[src/rtl/conv_window_gen.sv]
// conv_window_gen: turns a row-major single-channel pixel stream into 3x3
// windows ("valid" convolution, no padding) for the MAC array input.
// Two line buffers hold the previous two rows; a two-column register pair plus
// the freshly assembled column form the window. One window is emitted, with
// latency 1, for every accepted pixel at row >= 2 and col >= 2.
module conv_window_gen #(
    parameter int DATA_WIDTH = 8,
    parameter int IMG_W      = 32,
    parameter int IMG_H      = 32,
    parameter int WIN_NUM    = 9
) (
    input  logic                          clk,
    input  logic                          rstn,
    input  logic                          start,
    input  logic [DATA_WIDTH-1:0]         pix_in,
    input  logic                          pix_valid_in,
    output logic [WIN_NUM*DATA_WIDTH-1:0] win_data_out,
    output logic                          win_valid_out,
    output logic                          frame_done,
    output logic                          busy
);

    localparam int CW = $clog2(IMG_W);
    localparam int RW = $clog2(IMG_H);
    localparam logic [CW-1:0] COL_LAST = CW'(IMG_W - 1);
    localparam logic [RW-1:0] ROW_LAST = RW'(IMG_H - 1);
    localparam logic [CW-1:0] COL_TWO  = CW'(2);
    localparam logic [RW-1:0] ROW_TWO  = RW'(2);

    typedef enum logic {
        S_IDLE,
        S_RUN
    } state_t;

    state_t                        r_state;
    state_t                        w_state_nxt;
    logic [CW-1:0]                 r_col;
    logic [RW-1:0]                 r_row;
    logic [DATA_WIDTH-1:0]         r_lb1 [IMG_W];
    logic [DATA_WIDTH-1:0]         r_lb2 [IMG_W];
    logic [DATA_WIDTH-1:0]         r_c0  [3];
    logic [DATA_WIDTH-1:0]         r_c1  [3];
    logic [DATA_WIDTH-1:0]         w_new [3];
    logic [WIN_NUM*DATA_WIDTH-1:0] w_win;
    logic [WIN_NUM*DATA_WIDTH-1:0] r_win;
    logic                          r_valid;
    logic                          r_done;
    logic                          w_accept;
    logic                          w_last;
    logic                          w_emit;

    // State register.
    always_ff @(posedge clk) begin
        if (!rstn) begin
            r_state <= S_IDLE;
        end else begin
            r_state <= w_state_nxt;
        end
    end

    // Next state plus pixel-acceptance, emission and end-of-frame decode.
    always_comb begin
        w_state_nxt = r_state;
        w_accept    = 1'b0;
        w_last      = 1'b0;
        w_emit      = 1'b0;
        case (r_state)
            S_IDLE: begin
                if (start) begin
                    w_state_nxt = S_RUN;
                end
            end
            S_RUN: begin
                // A start pulse drops the pixel of its own cycle.
                w_accept = pix_valid_in && !start;
                w_emit   = w_accept && (r_row >= ROW_TWO) && (r_col >= COL_TWO);
                w_last   = w_accept && (r_row == ROW_LAST) && (r_col == COL_LAST);
                if (w_last) begin
                    w_state_nxt = S_IDLE;
                end
            end
            default: begin
                w_state_nxt = S_IDLE;
            end
        endcase
    end

    // Column/row position of the next pixel to be accepted.
    always_ff @(posedge clk) begin
        if (!rstn) begin
            r_col <= '0;
            r_row <= '0;
        end else if (start || w_last) begin
            r_col <= '0;
            r_row <= '0;
        end else if (w_accept) begin
            if (r_col == COL_LAST) begin
                r_col <= '0;
                r_row <= r_row + RW'(1);
            end else begin
                r_col <= r_col + CW'(1);
            end
        end
    end

    // Line buffers (read-before-write) and the two older window columns.
    always_ff @(posedge clk) begin
        if (w_accept) begin
            r_lb1[r_col] <= pix_in;
            r_lb2[r_col] <= r_lb1[r_col];
            for (int unsigned r = 0; r < 3; r++) begin
                r_c0[r] <= r_c1[r];
                r_c1[r] <= w_new[r];
            end
        end
    end

    // Assemble the window: slot 3*r+c, r=0 top row, c=2 newest column.
    always_comb begin
        w_new[0] = r_lb2[r_col];
        w_new[1] = r_lb1[r_col];
        w_new[2] = pix_in;
        w_win    = '0;
        for (int unsigned r = 0; r < 3; r++) begin
            w_win[DATA_WIDTH*(3*r)   +: DATA_WIDTH] = r_c0[r];
            w_win[DATA_WIDTH*(3*r+1) +: DATA_WIDTH] = r_c1[r];
            w_win[DATA_WIDTH*(3*r+2) +: DATA_WIDTH] = w_new[r];
        end
    end

    // Output registers; window data holds between valid strobes.
    always_ff @(posedge clk) begin
        if (!rstn) begin
            r_win   <= '0;
            r_valid <= 1'b0;
            r_done  <= 1'b0;
        end else begin
            r_valid <= w_emit;
            r_done  <= w_last;
            if (w_emit) begin
                r_win <= w_win;
            end
        end
    end

    assign win_data_out  = r_win;
    assign win_valid_out = r_valid;
    assign frame_done    = r_done;
    assign busy          = (r_state == S_RUN);

endmodule

[config.mk]
export PLATFORM = sky130hd
export DESIGN_NAME = conv_window_gen
export DESIGN_NICKNAME = d
export VERILOG_FILES = /design/src/rtl/conv_window_gen.sv
export SDC_FILE = /design/constraint.sdc
export NUM_CORES = 1
export LEC_CHECK = 0
export CORE_MARGIN = 8
export CORE_UTILIZATION = 55
export DETAILED_ROUTE_END_ITERATION = 8
export GPL_ROUTABILITY_DRIVEN = 0
export PLACE_DENSITY = 0.75
export SLEW_MARGIN = 20
export SYNTH_ARGS = -nofsm -noshare
export SYNTH_HDL_FRONTEND = slang
export SYNTH_SLANG_ARGS = --single-unit
[constraint.sdc]
create_clock -name clk -period 3.3 [get_ports clk]
set_input_delay 0.66 -clock clk [delete_from_list [all_inputs] [get_ports clk]]
set_output_delay 0.66 -clock clk [all_outputs]
set_load 0.005 [all_outputs]
Word-level counts from Yosys, hierarchy flattened
Memory sizes are Yosys's and may differ from the RTL's. A register that Yosys moved wholly into a read port is not among the register bits. Index checks and enable logic that the tools add are counted.

Memories kept: 4. Output and inout bits: 75. Input port bits: 12. Word-level logic and storage cells: 43. Bits in writable memories: 560. Flip-flop bits (word level): 85.

Muxes and demuxes: 13. Equal/unequal tests: 2. Reduce and logical (&&, ||, !) cells: 12. Magnitude comparators: 2. Bitwise logic cells: 2. Add/sub/neg operators: 2.

Memories: r_lb1 (depth 32, bits a word 8, read ports 1, clocked after Yosys merged registers in 1, write ports 1, RTL line 39) `logic [DATA_WIDTH-1:0] r_lb1 [IMG_W];`; r_lb2 (depth 32, bits a word 8, read ports 1, clocked after Yosys merged registers in 1, write ports 1, RTL line 40) `logic [DATA_WIDTH-1:0] r_lb2 [IMG_W];`; r_c0 (depth 3, bits a word 8, read ports 3, clocked after Yosys merged registers in 3, write ports 3, RTL line 41) `logic [DATA_WIDTH-1:0] r_c0 [3];`; r_c1 (depth 3, bits a word 8, read ports 3, clocked after Yosys merged registers in 0, write ports 3, RTL line 42) `logic [DATA_WIDTH-1:0] r_c1 [3];`.

Operators by type and width (number): 5-bit 2-to-1 mux (5); 5-bit by 1-bit adder with 5-bit output (second input constant) (2); 5-bit equality test (second input constant) (2); 5-bit by 2-bit greater-or-equal comparator with 1-bit output (second input constant) (2); 1-bit 2-to-1 mux (7); 1-bit logical AND (5); 1-bit logical NOT (4); 1-bit inverter (2); 1-bit one-hot mux with 2 select lines (1); 2-bit AND reduction (1); 2-bit OR reduction (1); 1-bit logical OR (1).

Longest topological paths before layout
Depth in word-level cells: 8. Depth in mapped cells: 9.

Worst setup path after synthesis
OpenSTA, ideal clock, no wires.

Path type: input to register. From: in start. To: mem r_lb1[15][0], enable pin. Stages: 4. Data arrival time: 2724 ps. Data required time: 2912 ps. Buffers on the path: 0. Setup slack: 188 ps. Cells stage by stage: nand3b_1 -> inv_2 -> nand2_1 -> nor2_1.

Longest elaborated chain between the ends: 5.

Ends and longest elaborated chain: from (decl) (RTL line 14) `input logic start,`; 1-bit logical NOT (RTL line 75) `w_accept = pix_valid_in && !start;`; 1-bit logical AND (RTL line 75); 1-bit 2-to-1 mux (RTL line 67) `case (r_state)`; via w_accept (RTL line 48) `logic w_accept;`; 1-bit 2-to-1 mux (RTL line 108) `if (w_accept) begin`; 1-bit 2-to-1 mux (not written as such) (RTL line 109) `r_lb1[r_col] <= pix_in;`; to (decl) (RTL line 39).

The timed path passes the listed nets, and every way through them passes these cells.

==> implementation parameters <==
Parameter                              Value

Route
  Routed WL per cell    24.9 µm
  Remaining antenna violation count after routing    0
  Initial DRT Pass Iterations    5
  Number of vias per cell    5.99
  Residual DRC count    0
  Count of vias placed by the detailed router    13812
  DRC violation total after the first TritonRoute iteration    1593
  Sum of routed wire length over all layers    57500 µm

Clock tree
  Buffer depth of the longest clock path    3
  Resized Gates After CTS    0
  Clock slew at reported path FFs    60 ps
  Total setup buffers inserted after CTS    0
  Number of buffers added by the clock tree synthesis step    60
  H-Tree Level Count    2
  Clock root buffer    sky130_fd_sc_hd__clkbuf_16
  Number of clock sinks    650
  Quantity of hold-fixing buffers added after cts    0
  CTS tree    done
  Clk_lat worst skew    620 ps

Global route
  Maximum number of pins on one net before global-route repair    74
  First-pass GRT wire length    84400 µm
  Vias in the first global route    13441
  Overflow left after global routing    0
  Total track usage    0.212
  Number of antenna violations at the first check in global routing    0

Synthesis
  Dominant combinational cell family by area after synthesis    multiplexers
  Compound-gate portion of the synthesized area    0.0888
  Part of the Yosys area used for sequential elements    0.741
  Synth area leader    sky130_fd_sc_hd__edfxtp_1
  Top-area cell type share of the netlist area    0.670
  Dominant cells by area after synthesis    sky130_fd_sc_hd__edfxtp_1, sky130_fd_sc_hd__mux2i_1, sky130_fd_sc_hd__dfxtp_1, sky130_fd_sc_hd__a22oi_1, sky130_fd_sc_hd__a21boi_2
  Syn Nets    1532
  XOR/XNOR Fraction of Synth Area    0.00139
  Syn_area_per_cell    16.6 µm²
  Post-synthesis cell area    25100 µm²
  Ys Warns    0
  Synth Area in Adders    0.00399
  Multiplexer share of the synthesized area    0.102
  Post-Synthesis Cells    1512
  Number of distinct library cells after synthesis    44
  Simple-gate portion of the synthesized area    0.0402
  Synth Register Bits    650

Pwr
  Total leakage power    8.91 nW
  Power per unit of standard cell area    553 nW/µm²
  Worst supply voltage drop on vdd    474 µV

Run status
  Result of the run    finished clean

Timing
  Period Utilization, post-route    0.819
  Final hold viol count    0
  Time the worst path needs with I/O delays and setup    2700 ps
  Max_slew headroom    0.508
  Worst Tran Pin Value    738 ps
  RSZ-0062 raised after global routing    no
  Final setup violation count    0
  Peak clock frequency supported by timing    370 MHz
  Total Neg Setup Slack    0 ps
  Slew Viols, Final    0
  Worst clock skew    21.5 ps
  Least setup slack across all paths after layout    598 ps

Floorplan
  Die Wd    230 µm
  Core Region    45200 µm²
  Effective utilization at floorplan    0.556
  I/O pin total    87
  Die area    52800 µm²
  Placement row count    78
  Die span in y    230 µm

Finish
  Area added between synthesis and finish    15.8%
  Combined area of the multi-input logic cells    6040 µm²
  Share of post-route cells with drive strength above 1    0.156
  Antenna cell count    0
  Register area    18600 µm²
  Most used cells in the layout excluding fill and tap cells    sky130_fd_sc_hd__edfxtp_1, sky130_fd_sc_hd__mux2i_1, sky130_fd_sc_hd__a22oi_1
  Final net count    1675
  Number of fill cells    3044
  Most common cell after layout, fill and taps aside    sky130_fd_sc_hd__edfxtp_1

Setup path
  Critical path data required time    3610 ps
  Critical path's slowest cell    sky130_fd_sc_hd__nor2b_4
  Biggest fanout along the worst timing path    40
  Chain of cells forming the critical path    nor2b_4, buf_12, a22oi_1, a21oi_1, nor4_4, buf_4
  Kind of end point of the critical path    register
  Critical path class    register to register
  CP startpoint kind    register
  Data arrival time of the worst path    3010 ps
  Maximum cell stage delay along the critical path    530 ps

Placed design
  Setup slack at placement    219 ps
  Port Buffers    86
  Post-detailed-placement half-perimeter wirelength    35500 µm

Hold path
  HP Class    register to register

Flow run
  Maximum capacitance violations    0
-- per-stage QoR --
stage	area, µm²	power (mW)	util	hold slack [ps]	instances
2_1_floorplan	25100	9.18	-	426	1512
3_3_place_gp	27100	9.34	0.599	429	2192
5_1_grt	29100	16.5	0.644	451	2305
6_report	29100	16.1	0.644	449	2305
3_5_place_dp	27100	9.35	0.600	432	2193
4_1_cts	29100	16.2	0.644	446	2305
-- worst max-delay path, delay by kind of cell (launching register included) --
family                 cells  cell delay (ps)
AO/OA/AOI/OAI              2              710
buffers and inverters      2              550
AND/OR/NAND/NOR            2              620
flip-flops                 1              470
-- final timing paths --
check | to | from | depth (start not counted) | slack (ps)
max | r_lb2[13][4] | register | 6 | 600
max reg2reg | r_lb2[13][4] | register | 6 | 600
min | r_c0[2][3] | r_c1[0][19] | 0 | 450
min reg2reg | r_c0[2][3] | r_c1[0][19] | 0 | 450
-- synthesized netlist by cell type, drive strengths merged --
library cell and n:
dfxtp 90, o311a 1, xnor2 1, or4 1, or2 1, ha 8
nor2 42, a21oi 68, nand4 1, nand3 2, a211oi 1, edfxtp 560
nor2b 2, and3 3, inv 4, mux2i 257, nor4 16, o211a 1
nand2b 2, nor3 3, o21ai 17, o21ba 16, nor3b 1, a21boi 56
or3b 2, nand2 123, xor2 3, a31oi 1, a22oi 128, and2 3
nand3b 5, o311ai 1, or3 1, buf 51, clkbuf 40
-- power by group --
part / internal (mW) / switching, mW
Clock: 4.03 / 2.87
Combinational: 0.0664 / 0.191
Sequential: 8.91 / 0.00720
-- final cells by class --
| type | instances | share of cell area |
|---|---|---|
| tap | 600 | 0.0258 |
| inverter | 4 | 0.000516 |
| multi-input combinational | 767 | 0.208 |
| sequential | 650 | 0.640 |
| clock buffer | 77 | 0.0563 |
| timing repair buffer | 172 | 0.0573 |
| clock inverter | 35 | 0.0121 |
-- sequential cells by signal, summed over array words and instances (netlist names), named ones only --
name           count
r_row              5
r_lb1            256
r_c1              24
r_col              5
win_data_out      72
r_lb2            256
r_c0              24
win_valid_out      1
frame_done         1
busy               1
-- cells by family after synthesis --
logic type	count (synthesis)
DFF	650
xor gates and xnor gates	4
AOI/OAI and AO/OA	290
adders and majority gates	8
and+or+nand+nor	208
muxes	257
buffers and inverters	95
-- routing by layer --
layer | wire length [µm] | part of all wire | GRT usage
met1 | 23400 | 0.41 | 0.290
met2 | 26900 | 0.47 | 0.338
met3 | 5170 | 0.090 | 0.0382
met4 | 1930 | 0.034 | 0.0799
met5 | 0 | 0 | 0
Power figures use the tool's default switching activity.
